**config.mk**
```make
export PLATFORM = sky130hd
export DESIGN_NAME = conv_load_sequencer
export DESIGN_NICKNAME = d
export VERILOG_FILES = /design/src/rtl/conv_load_sequencer.sv
export SDC_FILE = /design/constraint.sdc
export NUM_CORES = 1
export LEC_CHECK = 0
export CORE_MARGIN = 2
export CORE_UTILIZATION = 25
export CTS_CLUSTER_DIAMETER = 50
export DETAILED_ROUTE_END_ITERATION = 10
export GPL_TIMING_DRIVEN = 0
export PLACE_DENSITY = 0.51
export SLEW_MARGIN = 0
export SYNTH_ARGS = -nofsm -noshare
export SYNTH_HDL_FRONTEND = slang
export SYNTH_SLANG_ARGS = --single-unit
```
**constraint.sdc**
```tcl
create_clock -name clk -period 2.7 [get_ports clk]
set_input_delay 0.54 -clock clk [delete_from_list [all_inputs] [get_ports clk]]
set_output_delay 0.54 -clock clk [all_outputs]
set_load 0.01 [all_outputs]
```
**src/rtl/conv_load_sequencer.sv**
```systemverilog
// Load/convolve sequencer: streams filter and input vectors into the F and X memories,
// then holds conv_start for one pass. Optional macro FILTER_REUSE_EN keeps the filter loaded.
module conv_load_sequencer #(
  parameter int unsigned DATA_W           = 8,
  parameter int unsigned X_MEM_SIZE       = 8,
  parameter int unsigned F_MEM_SIZE       = 4,
  parameter int unsigned X_MEM_ADDR_WIDTH = 3,
  parameter int unsigned F_MEM_ADDR_WIDTH = 2,
  parameter int unsigned CNT_W            = 16
) (
  input  logic                        clk,
  input  logic                        reset,
  input  logic [DATA_W-1:0]           s_data_in_x,
  input  logic                        s_valid_x,
  output logic                        s_ready_x,
  input  logic [DATA_W-1:0]           s_data_in_f,
  input  logic                        s_valid_f,
  output logic                        s_ready_f,
  output logic                        wr_en_x,
  output logic [X_MEM_ADDR_WIDTH-1:0] wr_addr_x,
  output logic [DATA_W-1:0]           wr_data_x,
  output logic                        wr_en_f,
  output logic [F_MEM_ADDR_WIDTH-1:0] wr_addr_f,
  output logic [DATA_W-1:0]           wr_data_f,
  input  logic                        conv_done,
  output logic                        conv_start,
  output logic                        busy,
  output logic [CNT_W-1:0]            pass_cnt
);

  typedef enum logic [1:0] {StLoad, StConv, StFlush} state_e;

  localparam logic [X_MEM_ADDR_WIDTH-1:0] XLast = X_MEM_ADDR_WIDTH'(X_MEM_SIZE - 1);
  localparam logic [F_MEM_ADDR_WIDTH-1:0] FLast = F_MEM_ADDR_WIDTH'(F_MEM_SIZE - 1);

  state_e                        state_q, state_d;
  logic [X_MEM_ADDR_WIDTH-1:0]   x_cnt_q, x_cnt_d;
  logic [F_MEM_ADDR_WIDTH-1:0]   f_cnt_q, f_cnt_d;
  logic                          x_full_q, x_full_d;
  logic                          f_full_q, f_full_d;
  logic                          conv_start_q, conv_start_d;
  logic [CNT_W-1:0]              pass_cnt_q, pass_cnt_d;
  logic                          x_fire, f_fire;

  // Stream handshake and memory write port; readies are forced low while reset is sampled.
  always_comb begin
    s_ready_x  = !reset && (state_q == StLoad) && !x_full_q;
    s_ready_f  = !reset && (state_q == StLoad) && !f_full_q;
    x_fire     = s_valid_x && s_ready_x;
    f_fire     = s_valid_f && s_ready_f;
    wr_en_x    = x_fire;
    wr_addr_x  = x_cnt_q;
    wr_data_x  = s_data_in_x;
    wr_en_f    = f_fire;
    wr_addr_f  = f_cnt_q;
    wr_data_f  = s_data_in_f;
    conv_start = conv_start_q;
    busy       = !reset && (state_q != StLoad);
    pass_cnt   = pass_cnt_q;
  end

  always_comb begin
    state_d      = state_q;
    x_cnt_d      = x_cnt_q;
    f_cnt_d      = f_cnt_q;
    x_full_d     = x_full_q;
    f_full_d     = f_full_q;
    conv_start_d = conv_start_q;
    pass_cnt_d   = pass_cnt_q;

    unique case (state_q)
      StLoad: begin
        if (x_fire) begin
          if (x_cnt_q == XLast) begin
            x_cnt_d  = '0;
            x_full_d = 1'b1;
          end else begin
            x_cnt_d = x_cnt_q + 1'b1;
          end
        end
        if (f_fire) begin
          if (f_cnt_q == FLast) begin
            f_cnt_d  = '0;
            f_full_d = 1'b1;
          end else begin
            f_cnt_d = f_cnt_q + 1'b1;
          end
        end
        // Both flags were set on an earlier edge, so the last beat is already in memory.
        if (x_full_q && f_full_q) begin
          state_d      = StConv;
          conv_start_d = 1'b1;
        end
      end
      StConv: begin
        if (conv_done) begin
          state_d      = StFlush;
          conv_start_d = 1'b0;
          x_full_d     = 1'b0;
          if (!(&pass_cnt_q)) begin
            pass_cnt_d = pass_cnt_q + 1'b1;
          end
`ifdef FILTER_REUSE_EN
          f_full_d = f_full_q;
`else
          f_full_d = 1'b0;
`endif
        end
      end
      StFlush: begin
        state_d = StLoad;
      end
      default: begin
        state_d      = StLoad;
        conv_start_d = 1'b0;
      end
    endcase
  end

  always_ff @(posedge clk) begin
    if (reset) begin
      state_q      <= StLoad;
      x_cnt_q      <= '0;
      f_cnt_q      <= '0;
      x_full_q     <= 1'b0;
      f_full_q     <= 1'b0;
      conv_start_q <= 1'b0;
      pass_cnt_q   <= '0;
    end else begin
      state_q      <= state_d;
      x_cnt_q      <= x_cnt_d;
      f_cnt_q      <= f_cnt_d;
      x_full_q     <= x_full_d;
      f_full_q     <= f_full_d;
      conv_start_q <= conv_start_d;
      pass_cnt_q   <= pass_cnt_d;
    end
  end

endmodule

```
==> impl_metrics.json <==
{
  "drtAntennaViolNets": 0,
  "yosys_warnings": 0,
  "rows": 26,
  "min_from": "wr_addr_f[1]",
  "whs_path_depth": 2,
  "clock_latency_ns": 0.27,
  "place_hpwl_mm": 2.32,
  "powerDensity_nw_per_um2": 371,
  "slew_headroom": 0.680,
  "grt_overflow": 0,
  "fill_cells": 540,
  "layout_common_cells": "clkdlybuf4s50_1, dfxtp_1, nor2_1, buf_4, nand2_1",
  "synth-seq-cells": 26,
  "core-area_um2": 5110,
  "period_share": 0.981,
  "cts_buffers": 3,
  "grt_usage": 0.104,
  "portBuffers": 47,
  "clockBufferDepth": 2,
  "yosys-top-cells-area": "dfxtp_1, buf_4, nor2_1",
  "clock-sinks": 26,
  "final_common_cell": "clkdlybuf4s50_1",
  "area_growth_pct": 49.2,
  "drc": 0,
  "dieArea_um2": 5910,
  "nNetsFinal": 231,
  "worstMarginPinSlew_ns": 0.478,
  "max_clock_freq_ghz": 0.377,
  "postCtsSetupBuffers": 0,
  "h-tree-depth": 1,
  "drive_gt1_frac": 0.166,
  "status": "complete, no violations",
  "cts_tree": "yes",
  "routedWlPerCell_um": 11.2,
  "synth_nets": 179,
  "placed_area_um2": 1890,
  "avgSynthCellArea_um2": 8.62,
  "finalPower_mw": 0.735,
  "die_x_um": 76.9,
  "max_cap_viol_count": 0,
  "r2r-end": "pass_cnt[3]",
  "grt_max_degree": 15,
  "hold_buffers": 0,
  "final_cell_area_um2": 1980,
  "synth_top_area_share": 0.392,
  "fin_skew_ns": 0.00331,
  "irDropWorstVdd_uv": 144,
  "ys_seq_area_frac": 0.392,
  "firstDrtPassIters": 4,
  "hold_path_class": "flop to flop",
  "grt_first_pass_wirelength_mm": 5.12,
  "reg2reg_slack_ns": 0.96,
  "cp_cell_sequence": "clkdlybuf4s50_1 > buf_4 > buf_2 > nor2_1 > clkdlybuf4s50_1",
  "synth_edf_count": 0,
  "drv_slew": 0,
  "endpoint": "busy",
  "criticalPathCategory": "input port to output pin",
  "timing.hold.ws_ns": 0.484,
  "reg2regPathDepth": 6,
  "cp_common_cell": "clkdlybuf4s50_1",
  "wl_mm": 3.08,
  "critPathSlowestCell": "clkdlybuf4s50_1",
  "chipHeight_um": 76.9,
  "worstPathArrival_ns": 2.11,
  "synth_area_um2": 1330,
  "grt_setup_unrepaired": "yes",
  "startpoint": "reset",
  "cts.clk_slew.worst_paths_ns": 0.09,
  "io_pins": 64,
  "synth_top_flop_cell": "dfxtp_1",
  "dp.cells": 271,
  "p_leak_nw": 0.760,
  "antenna_found_initial": 0,
  "final_cells": 275,
  "post-route-min-period_ns": 2.65,
  "setup_viol": 0,
  "max_stage_delay_ns": 0.53,
  "vias_per_cell": 4.35,
  "yosysTopAreaCell": "dfxtp_1",
  "vias": 1197,
  "r2r-start": "state_q[0]",
  "antenna_cells": 0,
  "required_ns": 2.16,
  "grt_pass1_vias": 1081,
  "start_util": 0.260,
  "synth_cell_types": 33,
  "cp_max_fo": 10,
  "place_congestion": 0.736,
  "start_kind": "input port",
  "async_flop_share": 0,
  "cts_root_buf": "clkbuf_8",
  "syn_inst": 154,
  "drt_iter0_drc": 32,
  "cp-end-kind": "output pin",
  "finalHoldViolations": 0
}
[cells in the mapped netlist (2+ instances only)]
cell / n
dfxtp_1: 26
nor2_1: 22
buf_4: 17
nand2_1: 13
a21oi_1: 10
xnor2_1: 9
nand4_1: 7
and3_1: 4
ha_1: 4
nor3_1: 4
o21ai_0: 4
xor2_1: 4
inv_1: 3
a211oi_1: 2
clkbuf_1: 2
nand3_1: 2
nor3b_1: 2
nor4_1: 2
nor4b_1: 2
or3_1: 2
[through the flow]
| stage | util | worst slack [ns] | setup TNS [ns] |
|---|---|---|---|
| after floorplan | - | 0.673 | 0 |
| after global routing | 0.388 | -0.0263 | -0.0263 |
| after global placement | 0.369 | -0.378 | -0.589 |
| after CTS | 0.384 | 0.0163 | 0 |
| after detailed placement | 0.369 | -0.328 | -0.529 |
| final | 0.388 | 0.0503 | 0 |
[cell families after synthesis]
kind of cell | count (synthesis) | share of synthesized area
AOI/OAI and AO/OA | 18 | 0.0773
xor gates and xnor gates | 13 | 0.0858
adders and majority gates | 4 | 0.0377
buffers and inverters | 23 | 0.113
DFF | 26 | 0.392
muxes | 1 | 0.00848
and+or+nand+nor | 69 | 0.286
[flip-flops by register name, indices dropped and copies added, names as in the netlist]
signal	flops
conv_start	1
f_full_q	1
pass_cnt	16
state_q	2
wr_addr_f	2
wr_addr_x	3
x_full_q	1
[worst min path at each step]
stage | end
after floorplan | state_q[0]
after global placement | wr_addr_x[1]
after detailed placement | wr_addr_x[2]
after CTS | wr_addr_x[2]
after global routing | wr_addr_x[2]
final | wr_addr_f[1]
[critical path: cells and delay by family]
kind | cells | cell delay [ns]
buffers and inverters | 4 | 1.48
AND/OR/NAND/NOR | 1 | 0.08
[cell type report]
cell class	count	area, um^2	share of cell area
clock buffers	4	55.1	0.0278
plain buffers	20	144	0.0726
well taps	70	87.6	0.0442
multi-input cells	105	689	0.348
repair buffers	47	473	0.239
inverters	3	11.3	0.00569
flip-flops and latches	26	520	0.263
[metal layers]
| metal | share of wire | vias up | GRT usage |
|---|---|---|---|
| li1 | - | 622 | - |
| met1 | 0.49 | 546 | 0.130 |
| met2 | 0.45 | 27 | 0.175 |
| met3 | 0.060 | 2 | 0.0294 |
| met4 | 0.0049 | 0 | 0.0327 |
| met5 | 0 | - | 0 |
[power by group]
part	switching [mW]	internal [mW]
sequential	0.00288	0.386
clock	0.124	0.130
combinational	0.0352	0.0565
total	0.162	0.573
[timing repair]
action	CTS	global route
endpoints found under the setup margin	2	2
pin swaps	0	0
gates resized for setup	5	5
No activity file was read; power rests on OpenSTA's default activity.
